==> src/rtl/rom_read_arbiter_if.sv <==
// Request/response channels between two ROM clients and the shared-ROM arbiter.
//   req<N>_valid/addr/ready : address channel for requester N
//   rsp<N>_valid/data/ready : read-data channel for requester N
// Modports: master = client side (both requesters), slave = arbiter side.
interface rom_read_arbiter_if #(
  parameter int ADDR_W = 3,
  parameter int DATA_W = 2
);
  logic              req0_valid;
  logic [ADDR_W-1:0] req0_addr;
  logic              req0_ready;
  logic              rsp0_valid;
  logic [DATA_W-1:0] rsp0_data;
  logic              rsp0_ready;
  logic              req1_valid;
  logic [ADDR_W-1:0] req1_addr;
  logic              req1_ready;
  logic              rsp1_valid;
  logic [DATA_W-1:0] rsp1_data;
  logic              rsp1_ready;

  modport master (
    output req0_valid, req0_addr, rsp0_ready,
    output req1_valid, req1_addr, rsp1_ready,
    input  req0_ready, rsp0_valid, rsp0_data,
    input  req1_ready, rsp1_valid, rsp1_data
  );

  modport slave (
    input  req0_valid, req0_addr, rsp0_ready,
    input  req1_valid, req1_addr, rsp1_ready,
    output req0_ready, rsp0_valid, rsp0_data,
    output req1_ready, rsp1_valid, rsp1_data
  );
endinterface

==> src/rtl/rom_read_arbiter.sv <==
// Round-robin arbiter sharing one synchronous-read ROM between two requesters.
// One read in flight at a time: IDLE -> ISSUE -> CAPTURE -> RESP -> IDLE.
// Ports:
//   clk      : clock, all state on rising edge
//   rst_n    : asynchronous active-low reset
//   bus      : slave side of rom_read_arbiter_if (two req/rsp channel pairs)
//   rom_addr : registered address to the ROM
//   rom_rd   : ROM registered read data, valid one edge after rom_addr
//   busy     : high in any state other than IDLE
module rom_read_arbiter #(
  parameter int ADDR_W = 3,
  parameter int DATA_W = 2
) (
  input  logic              clk,
  input  logic              rst_n,
  rom_read_arbiter_if.slave bus,
  output logic [ADDR_W-1:0] rom_addr,
  input  logic [DATA_W-1:0] rom_rd,
  output logic              busy
);

  typedef enum logic [1:0] {IDLE, ISSUE, CAPTURE, RESP} state_t;

  state_t            state;
  state_t            state_d;
  logic              prio;
  logic              gnt;
  logic [DATA_W-1:0] rd_data_p2;
  logic              ready0;
  logic              ready1;
  logic              hs0;
  logic              hs1;
  logic              rsp_hs;

  // A lone requester wins outright; prio only breaks ties.
  assign ready0 = (state == IDLE) && bus.req0_valid && (!bus.req1_valid || !prio);
  assign ready1 = (state == IDLE) && bus.req1_valid && (!bus.req0_valid || prio);
  assign hs0    = ready0 && bus.req0_valid;
  assign hs1    = ready1 && bus.req1_valid;
  assign rsp_hs = gnt ? bus.rsp1_ready : bus.rsp0_ready;

  always_ff @(posedge clk or negedge rst_n) begin
    if (!rst_n) begin
      state <= IDLE;
    end else begin
      state <= state_d;
    end
  end

  always_comb begin
    state_d = state;
    case (state)
      IDLE:    if (hs0 || hs1) state_d = ISSUE;
      ISSUE:   state_d = CAPTURE;
      CAPTURE: state_d = RESP;
      RESP:    if (rsp_hs) state_d = IDLE;
      default: state_d = IDLE;
    endcase
  end

  always_comb begin
    bus.req0_ready = ready0;
    bus.req1_ready = ready1;
    bus.rsp0_valid = (state == RESP) && !gnt;
    bus.rsp1_valid = (state == RESP) && gnt;
    bus.rsp0_data  = rd_data_p2;
    bus.rsp1_data  = rd_data_p2;
    busy           = (state != IDLE);
  end

  // Grant/address latch at the IDLE handshake; ROM data capture in CAPTURE.
  always_ff @(posedge clk or negedge rst_n) begin
    if (!rst_n) begin
      prio       <= 1'b0;
      gnt        <= 1'b0;
      rom_addr   <= '0;
      rd_data_p2 <= '0;
    end else begin
      if (hs0) begin
        rom_addr <= bus.req0_addr;
        gnt      <= 1'b0;
        prio     <= 1'b1;
      end else if (hs1) begin
        rom_addr <= bus.req1_addr;
        gnt      <= 1'b1;
        prio     <= 1'b0;
      end
      if (state == CAPTURE) begin
        rd_data_p2 <= rom_rd;
      end
    end
  end

endmodule

==> src/flat_wrapper.sv <==
// flat-port wrapper written by rule: the top's interface ports become plain ports
module rom_read_arbiter_flat 
#(
  parameter int ADDR_W = 3,
  parameter int DATA_W = 2
)
  (clk, rst_n, rom_addr, rom_rd, busy, bus_req0_valid, bus_req0_addr, bus_rsp0_ready, bus_req1_valid, bus_req1_addr, bus_rsp1_ready, bus_req0_ready, bus_rsp0_valid, bus_rsp0_data, bus_req1_ready, bus_rsp1_valid, bus_rsp1_data);
  rom_read_arbiter_if #(.ADDR_W(ADDR_W), .DATA_W(DATA_W)) bus_i ();
  input  logic clk;
  input  logic rst_n;
  output logic [ADDR_W-1:0] rom_addr;
  input  logic [DATA_W-1:0] rom_rd;
  output logic busy;
  input wire logic [$bits(bus_i.req0_valid)-1:0] bus_req0_valid;
  input wire logic [$bits(bus_i.req0_addr)-1:0] bus_req0_addr;
  input wire logic [$bits(bus_i.rsp0_ready)-1:0] bus_rsp0_ready;
  input wire logic [$bits(bus_i.req1_valid)-1:0] bus_req1_valid;
  input wire logic [$bits(bus_i.req1_addr)-1:0] bus_req1_addr;
  input wire logic [$bits(bus_i.rsp1_ready)-1:0] bus_rsp1_ready;
  output wire logic [$bits(bus_i.req0_ready)-1:0] bus_req0_ready;
  output wire logic [$bits(bus_i.rsp0_valid)-1:0] bus_rsp0_valid;
  output wire logic [$bits(bus_i.rsp0_data)-1:0] bus_rsp0_data;
  output wire logic [$bits(bus_i.req1_ready)-1:0] bus_req1_ready;
  output wire logic [$bits(bus_i.rsp1_valid)-1:0] bus_rsp1_valid;
  output wire logic [$bits(bus_i.rsp1_data)-1:0] bus_rsp1_data;
  assign bus_i.req0_valid = bus_req0_valid;
  assign bus_i.req0_addr = bus_req0_addr;
  assign bus_i.rsp0_ready = bus_rsp0_ready;
  assign bus_i.req1_valid = bus_req1_valid;
  assign bus_i.req1_addr = bus_req1_addr;
  assign bus_i.rsp1_ready = bus_rsp1_ready;
  assign bus_req0_ready = bus_i.req0_ready;
  assign bus_rsp0_valid = bus_i.rsp0_valid;
  assign bus_rsp0_data = bus_i.rsp0_data;
  assign bus_req1_ready = bus_i.req1_ready;
  assign bus_rsp1_valid = bus_i.rsp1_valid;
  assign bus_rsp1_data = bus_i.rsp1_data;
  rom_read_arbiter #(.ADDR_W(ADDR_W), .DATA_W(DATA_W)) u_core (.clk(clk), .rst_n(rst_n), .bus(bus_i), .rom_addr(rom_addr), .rom_rd(rom_rd), .busy(busy));
endmodule
==> config.mk <==
export PLATFORM = sky130hd
export DESIGN_NAME = rom_read_arbiter_flat
export DESIGN_NICKNAME = d
export VERILOG_FILES = /design/src/rtl/rom_read_arbiter_if.sv /design/src/rtl/rom_read_arbiter.sv /design/src/flat_wrapper.sv
export SDC_FILE = /design/constraint.sdc
export NUM_CORES = 1
export LEC_CHECK = 0
export ABC_CLOCK_PERIOD_IN_PS = 1800
export BUFFER_PORTS_ARGS = -buffer_cell sky130_fd_sc_hd__buf_2
export CORE_MARGIN = 8
export CORE_UTILIZATION = 24
export DETAILED_ROUTE_END_ITERATION = 6
export GPL_TIMING_DRIVEN = 1
export SETUP_SLACK_MARGIN = 0.1
export SYNTH_ARGS = -nofsm -noshare
export SYNTH_HDL_FRONTEND = slang
export SYNTH_SLANG_ARGS = --single-unit
==> constraint.sdc <==
create_clock -name clk -period 1.8 [get_ports clk]
set_clock_uncertainty 0.05 [all_clocks]
set_input_delay 0.09 -clock clk [delete_from_list [all_inputs] [get_ports clk]]
set_output_delay 0.09 -clock clk [all_outputs]
set_load 0.02 [all_outputs]
==> results_dict.tcl, run 1 <==
set metrics [dict create \
    numCtsBuffers 3 \
    cts_tree "done" \
    synth_nets 66 \
    synth_top_area_cell "dfrtp_1" \
    leakagePower_nw 0.364 \
    whs_ns 0.0125 \
    ir_worst_vdd_mv 0.656 \
    path_class "reg -> out" \
    fin_nets 97 \
    fin_setup_tns_ns 0 \
    clockBufferDepth 2 \
    rsz0062_at_grt "false" \
    synthCells 48 \
    setup_viol 0 \
    cp-end-kind "output port" \
    r2r_setup_slack_ns 0.39 \
    place.gp.congestion 0.718 \
    clock_sinks 9 \
    dpl.hpwl_um 1050 \
    max_freq_mhz 621 \
    num_rows 16 \
    tightest_slew_ns 0.214 \
    crit_arrival_ns 1.47 \
    hold_class "in -> reg" \
    r2r_end "u_core.rom_addr[2]$_DFFE_PN0P_" \
    synth_area_um2 515 \
    worstSetupEndpoint "bus_req1_ready" \
    synthArstFlopShare_pct 100 \
    root_buffer "clkbuf_4" \
    io_buffers 25 \
    drv_slew 0 \
    start_util_pct 25.7 \
    dpl_cell_area_um2 659 \
    status "finished clean" \
    total_power_mw 1.26 \
    drc 0 \
    cap_violations 0 \
    fin_crit_sh_pct 89.5 \
    power_density_nw_per_um2 1720 \
    clkTransAtPathRegs_ns 0.07 \
    netlist_top_cells_area "dfrtp_1 (44%), ha_1 (9.7%), mux2_2 (4.4%)" \
    stdcell_area_um2 732 \
    diodes 0 \
    synth_edf_count 0 \
    die-area_um2 3890 \
    synth.yosys.seq_area_share_pct 43.7 \
    syn-mean-instance-area_um2 10.7 \
    core_area_um2 2000 \
    r2r_start "u_core.state[1]$_DFFE_PN0P_" \
    synth_cell_types 24 \
    clk-insertion-delay-late_ns 0.27 \
    fin_crit_ns 1.61 \
    grt_use_total_pct 7.06 \
    grt_pass1_wl_um 2240 \
    finalHoldViolations 0 \
    wl_per_cell_um 12.2 \
    grt_antenna_before_repair 0 \
    die_width_um 62.3 \
    synth_top_area_share_pct 43.7 \
    synthFlopType "dfrtp_1" \
    start_kind "register" \
    drive_gt1_share_pct 50.0 \
    worstPathMaxFanout 7 \
    dr.pass1.iters 4 \
    overflow 0 \
    vias 465 \
    htree_levels 1 \
    routed_wl_um 1280 \
    startpoint "u_core.state[1]$_DFFE_PN0P_" \
    reg2reg_depth 6 \
    drtAntennaViolNets 0 \
    syn2layout_area_growth_pct 42.0 \
    ys_warn_count 0 \
    required_ns 1.66 \
    maxSlewHeadroom_pct 85.7 \
    first_iter_violations 22 \
    fp.dieH_um 62.3 \
    grt_max_degree 10 \
    io_pins 26 \
    routed_via_density 4.43 \
    synth-seq-cells 9 \
    first_global_vias 474 \
]
==> synth_stat cells (2+ instances only) <==
master	count
a31oi_1	2
nor2_1	4
buf_4	2
inv_1	5
o21ai_0	2
dfrtp_1	9
o2111ai_1	2
ha_1	4
mux2_2	2
mux2i_1	2
==> power by group <==
group	leakage [nW]	switching, mW	internal (mW)	total, mW
combinational	0.241	0.417	0.304	0.721
clock	0.0177	0.0803	0.0823	0.163
sequential	0.106	0.0677	0.308	0.375
total	0.364	0.565	0.694	1.26
==> layout make-up <==
cell class | instances | area (um2)
Fill cell | 211 | 1270
Multi-Input combinational cell | 32 | 272
Sequential cell | 9 | 225
Timing Repair Buffer | 28 | 155
Tap cell | 27 | 33.8
Clock buffer | 3 | 22.5
Inverter | 5 | 18.8
Clock inverter | 1 | 5.00
==> timing repair <==
| item | in CTS | in global routing |
|---|---|---|
| setup endpoints to repair | 2 | 2 |
| pin swaps | 0 | 1 |
| hold endpoints to repair | 10 | 0 |
| hold buffers | 2 | 0 |
| gates resized for setup | 2 | 3 |
| buffers inserted | 0 | 1 |
==> metrics by stage <==
stage / setup WS (ns) / cells / utilization, %
after floorplan: 0.173 / 48 / -
after global placement: 0.359 / 98 / 32.9
after detailed placement: 0.308 / 98 / 32.9
after CTS: 0.106 / 104 / 35.6
after global routing: 0.0826 / 105 / 36.6
final: 0.189 / 105 / 36.6
==> routing by layer <==
layer	share of wire, %	GRT usage, %	routed length, um
met3	16	5.73	203
met5	0	0	0
met2	40	10.5	512
met1	43	7.25	552
met4	0.94	2.56	12
==> logic make-up after synthesis <==
kind of cell | Yosys count | share of synthesized area, %
simple gates | 10 | 9.95
buf+inv | 7 | 6.55
fa+ha+maj | 4 | 9.71
compound gates | 13 | 19.7
flops | 9 | 43.7
mux | 5 | 10.4
==> cells in the final DEF, fill, tap and decap left out, drive strengths merged <==
cell and count:
a22oi 1, inv 5, a21o 1, mux2i 2, and2 3, o21ai 3
clkinv 1, a221o 1, dlygate4sd3 2, clkbuf 3, nand2 1, a31oi 2
ha 4, nor2 5, a211oi 1, mux2 3, o21a 1, buf 26
o22ai 1, dfrtp 9, o2111ai 2, nor2b 1
==> state kept, by name (all words and copies together), names as in the netlist <==
signal                flops
u_core.bus.rsp0_data      2
u_core.state              2
u_core.gnt                1
u_core.prio               1
u_core.rom_addr           3
==> worst min-delay path by stage <==
stage,startpoint,endpoint,slack [ns],cells past startpoint
after global routing,rom_rd[1],u_core.bus.rsp0_data[1]$_DFFE_PN0P_,0.01,2
after floorplan,rst_n,u_core.bus.rsp0_data[0]$_DFFE_PN0P_,-0.26,0
after CTS,rom_rd[1],u_core.bus.rsp0_data[1]$_DFFE_PN0P_,0.007,2
after global placement,rst_n,u_core.rom_addr[2]$_DFFE_PN0P_,-0.09,1
after detailed placement,rst_n,u_core.gnt$_DFFE_PN0P_,-0.09,1
final,rom_rd[1],u_core.bus.rsp0_data[1]$_DFFE_PN0P_,0.01,2
==> worst max-delay path: stages (launching register included) <==
cell,delay (ns)
dfrtp_1,0.41
inv_1,0.13
ha_4,0.18
inv_1,0.06
a211oi_2,0.24
buf_4,0.18
(Power assumes the default switching activity.)
==> run 2, diff against run 1 <==
--- a/config.mk
+++ b/config.mk
@@ -9,8 +9,10 @@
 export BUFFER_PORTS_ARGS = -buffer_cell sky130_fd_sc_hd__buf_2
 export CORE_MARGIN = 8
 export CORE_UTILIZATION = 24
+export CTS_BUF_LIST = sky130_fd_sc_hd__clkbuf_4 sky130_fd_sc_hd__clkbuf_8
 export DETAILED_ROUTE_END_ITERATION = 6
 export GPL_TIMING_DRIVEN = 1
+export RECOVER_POWER = 50
 export SETUP_SLACK_MARGIN = 0.1
 export SYNTH_ARGS = -nofsm -noshare
 export SYNTH_HDL_FRONTEND = slang
==> results_dict.tcl, run 2 (same netlist as run 1, synthesis figures left out) <==
set metrics [dict create \
    start_util_pct 25.7 \
    drtAntennaViolNets 0 \
    hold_class "in -> reg" \
    io_buffers 25 \
    cts_tree "done" \
    root_buffer "clkbuf_4" \
    power_density_nw_per_um2 1720 \
    dpl.hpwl_um 1050 \
    r2r_end "u_core.rom_addr[2]$_DFFE_PN0P_" \
    fin_nets 97 \
    maxSlewHeadroom_pct 65.8 \
    routed_wl_um 1280 \
    drv_slew 0 \
    grt_max_degree 10 \
    rsz0062_at_grt "false" \
    place_inst 98 \
    regMostFlops "u_core.rom_addr" \
    timing.final.ws_setup_ns 0.189 \
    die-area_um2 3890 \
    mostFrequentLayoutCells "buf_2 (17), dfrtp_1 (9), clkbuf_1 (7)" \
    n_fill_cell 215 \
    cp-end-kind "output port" \
    drive_gt1_share_pct 41.0 \
    cap_violations 0 \
    vias 459 \
    stdcell_area_um2 723 \
    syn2layout_area_growth_pct 40.3 \
    drc 0 \
    first_iter_violations 26 \
    wl_per_cell_um 12.2 \
    setup_viol 0 \
    worstSetupEndpoint "bus_req1_ready" \
    finalHoldViolations 0 \
    diodes 0 \
    clk-insertion-delay-late_ns 0.27 \
    startpoint "u_core.state[1]$_DFFE_PN0P_" \
    grt_antenna_before_repair 0 \
    stdcell_count 105 \
    use_met2_pct 10.5 \
    path_class "reg -> out" \
    place_ws_ns 0.308 \
    htree_levels 1 \
    worstPathMaxFanout 7 \
    dr.pass1.iters 4 \
    globalRouteMet1Util_pct 7.25 \
    leakagePower_nw 0.345 \
    fin_crit_ns 1.61 \
    crit_arrival_ns 1.47 \
    start_kind "register" \
    fin_setup_tns_ns 0 \
    first_global_vias 474 \
    clockBufferDepth 2 \
    met3_usage_pct 5.73 \
    place.gp.congestion 0.718 \
    clock_sinks 9 \
    ir_worst_vdd_mv 0.627 \
    fp.dieH_um 62.3 \
    clkTransAtPathRegs_ns 0.07 \
    r2r_start "u_core.state[1]$_DFFE_PN0P_" \
    grt_use_total_pct 7.06 \
    numCtsBuffers 3 \
    core_area_um2 2000 \
    die_width_um 62.3 \
    reg2reg_depth 6 \
    r2r_setup_slack_ns 0.39 \
    whs_ns 0.0125 \
    status "finished clean" \
    required_ns 1.66 \
    overflow 0 \
    final_common_cell "buf_2" \
    grt_pass1_wl_um 2240 \
    final_util_pct 36.1 \
    max_freq_mhz 621 \
    io_pins 26 \
    routed_via_density 4.37 \
    total_power_mw 1.24 \
    busiest_layer "met2" \
    dpl_cell_area_um2 659 \
    largest_reg_flops 3 \
    tightest_slew_ns 0.513 \
    fin_crit_sh_pct 89.5 \
    num_rows 16 \
]
[run 2: cell types whose count changed in the layout (fill, tap and decap cells not counted)]
cell	previous run	this run
clkbuf_1	0	7
buf_2	24	17
[run 2: layout make-up]
type | count | area [um2] | area share, %
Multi-Input combinational cell | 32 | 272 | 37.5
Sequential cell | 9 | 225 | 31.1
Tap cell | 27 | 33.8 | 4.67
Timing Repair Buffer | 28 | 146 | 20.2
Clock inverter | 1 | 5.00 | 0.692
Clock buffer | 3 | 22.5 | 3.11
Inverter | 5 | 18.8 | 2.60
[run 2: what timing repair did]
action,in CTS,in global routing
pin swaps,0,1
endpoints found under the hold margin,10,0
setup buffers,0,1
endpoints found under the setup margin,2,2
hold buffers,2,0
resized for setup,2,3
[run 2: worst min-delay path by stage]
stage                         start                             endpoint  slack [ns]  depth (start not counted)
final                     rom_rd[1]  u_core.bus.rsp0_data[1]$_DFFE_PN0P_        0.01                          2
after global routing      rom_rd[1]  u_core.bus.rsp0_data[1]$_DFFE_PN0P_        0.01                          2
after CTS                 rom_rd[1]  u_core.bus.rsp0_data[1]$_DFFE_PN0P_       0.007                          2
after detailed placement      rst_n               u_core.gnt$_DFFE_PN0P_       -0.09                          1
after global placement        rst_n       u_core.rom_addr[2]$_DFFE_PN0P_       -0.09                          1
after floorplan               rst_n  u_core.bus.rsp0_data[0]$_DFFE_PN0P_       -0.26                          0
[run 2: routing by layer]
| layer | wire [um] | part of all wire, % |
|---|---|---|
| met1 | 571 | 45 |
| met2 | 509 | 40 |
| met3 | 185 | 14 |
| met4 | 12 | 0.94 |
| met5 | 0 | 0 |
[run 2: report_power, final]
part	total, mW	switching, mW	internal, mW
logic	0.702	0.417	0.285
registers	0.378	0.0698	0.308
clock network	0.163	0.0803	0.0823
[run 2: critical path, cell delays in order, from the launching register on]
cell	delay, ns
dfrtp_1	0.41
inv_1	0.13
ha_4	0.18
inv_1	0.06
a211oi_2	0.24
buf_4	0.18
==> run 3, diff against run 2 <==
--- a/config.mk
+++ b/config.mk
@@ -13,7 +13,7 @@
 export DETAILED_ROUTE_END_ITERATION = 6
 export GPL_TIMING_DRIVEN = 1
 export RECOVER_POWER = 50
-export SETUP_SLACK_MARGIN = 0.1
+export SETUP_SLACK_MARGIN = 0.4
 export SYNTH_ARGS = -nofsm -noshare
 export SYNTH_HDL_FRONTEND = slang
 export SYNTH_SLANG_ARGS = --single-unit
==> results_dict.tcl, run 3 (same netlist as run 1, synthesis figures left out) <==
set metrics [dict create \
    num_rows 16 \
    grt_use_total_pct 6.95 \
    cap_violations 0 \
    r2r_start "u_core.state[1]$_DFFE_PN0P_" \
    worstPathMaxFanout 6 \
    whs_path_depth 2 \
    hold_class "in -> reg" \
    drive_gt1_share_pct 50.0 \
    largest_reg_flops 3 \
    clockBufferDepth 2 \
    leakagePower_nw 0.383 \
    cp_top_family "flip-flops" \
    required_ns 1.89 \
    clk-insertion-delay-late_ns 0.26 \
    reg2reg_depth 5 \
    status "finished clean" \
    htree_levels 1 \
    r2r_setup_slack_ns 0.31 \
    grt_max_degree 10 \
    syn2layout_area_growth_pct 55.1 \
    r2r_end "u_core.state[1]$_DFFE_PN0P_" \
    path_cells "inv_2, ha_4, buf_4, a22oi_2, mux2_4" \
    first_iter_violations 17 \
    tightest_slew_ns 0.524 \
    fp.dieH_um 62.3 \
    cp-end-kind "register" \
    mostFrequentLayoutCells "buf_2 (16), dfrtp_1 (9), clkbuf_1 (7), buf_4 (7), clkbuf_4 (4)" \
    ir_worst_vdd_mv 0.664 \
    overflow 0 \
    rsz0062_at_grt "true" \
    regMostFlops "u_core.rom_addr" \
    cpMaxStageDelayCell "dfrtp_1" \
    root_buffer "clkbuf_4" \
    io_buffers 25 \
    io_pins 26 \
    clkTransAtPathRegs_ns 0.06 \
    routed_via_density 4.34 \
    vias 482 \
    crit_buf_inv 2 \
    routed_wl_um 1340 \
    drc 0 \
    fin_setup_tns_ns 0 \
    clock_sinks 9 \
    maxSlewHeadroom_pct 65.1 \
    slowest_delay_ns 0.41 \
    startpoint "u_core.state[1]$_DFFE_PN0P_" \
    min_to "u_core.rom_addr[2]$_DFFE_PN0P_" \
    grt_antenna_before_repair 0 \
    cts_tree "done" \
    dpl.hpwl_um 1030 \
    wl_per_cell_um 12.1 \
    hp-start "bus_req0_addr[2]" \
    path_class "reg -> reg" \
    final_common_cell "buf_2" \
    crit_arrival_ns 1.59 \
    start_util_pct 25.7 \
    place.gp.congestion 0.731 \
    first_global_vias 487 \
    drtAntennaViolNets 0 \
    grt_pass1_wl_um 2210 \
    fin_crit_sh_pct 83.0 \
    power_density_nw_per_um2 1760 \
    max_freq_mhz 669 \
    start_kind "register" \
    numCtsBuffers 3 \
    drv_slew 0 \
    diodes 0 \
    fin_crit_ns 1.49 \
    fin_nets 103 \
    core_area_um2 2000 \
    die-area_um2 3890 \
    final_util_pct 39.9 \
    finalHoldViolations 0 \
    dr.pass1.iters 4 \
    setup_viol 0 \
    die_width_um 62.3 \
]
==> run 3: changes by cell type in the layout (fill, tap and decap cells not counted), sizes merged <==
cell,before,now
clkinv,1,0
buf,19,25
clkbuf,10,11
==> run 3: worst max-delay path by stage <==
stage	to	slack (ns)	cells past startpoint
6_report	u_core.state[1]$_DFFE_PN0P_	0.31	5
3_5_place_dp	u_core.state[1]$_DFFE_PN0P_	0.41	4
4_1_cts	bus_req1_ready	0.31	5
2_1_floorplan	u_core.rom_addr[2]$_DFFE_PN0P_	0.40	5
3_3_place_gp	u_core.state[1]$_DFFE_PN0P_	0.46	4
5_1_grt	bus_req1_ready	0.24	5
==> run 3: layout make-up <==
cell class                      count  area (um2)
Tap cell                           27        33.8
Clock buffer                        4        30.0
Multi-Input combinational cell     32         290
Inverter                            5        18.8
Sequential cell                     9         225
Timing Repair Buffer               34         201
Fill cell                         211        1200
==> run 3: worst register-to-register path, stage by stage (launching register included) <==
cell and delay (ns):
dfrtp_1 0.41, inv_2 0.07, ha_4 0.18, buf_4 0.13, a22oi_2 0.22, mux2_4 0.32
==> run 3: metal layers <==
metal	share of wire [%]	vias to the layer above	track usage [%]	routed length (um)
met1	43	220	7.46	576
met3	12	2	5.20	156
met4	0.45	0	2.56	6
met2	45	20	10.2	602
li1	-	240	-	-
met5	0	-	0	0
==> run 3: per-stage QoR <==
step	hold WS (ns)	instances	instance area, um2	setup slack [ns]	total power, mW
2_1_floorplan	-0.256	48	538	0.400	0.930
3_3_place_gp	-0.0915	98	682	0.459	1.10
3_5_place_dp	-0.0923	98	682	0.406	1.12
4_1_cts	0.00210	108	779	0.314	1.39
5_1_grt	0.0133	111	800	0.236	1.52
6_report	0.0132	111	800	0.305	1.41
==> run 3: what timing repair did <==
| item | CTS | global route |
|---|---|---|
| buffers inserted | 5 | 2 |
| endpoints found under the setup margin | 3 | 5 |
| hold buffers | 1 | 1 |
| endpoints found under the hold margin | 9 | 1 |
| gates resized for setup | 7 | 1 |
| pin swaps | 2 | 1 |
==> run 3: power breakdown <==
group          switching (mW)  leakage, nW  internal, mW
sequential             0.0714        0.106         0.308
clock                  0.0705       0.0184         0.100
combinational           0.458        0.259         0.401
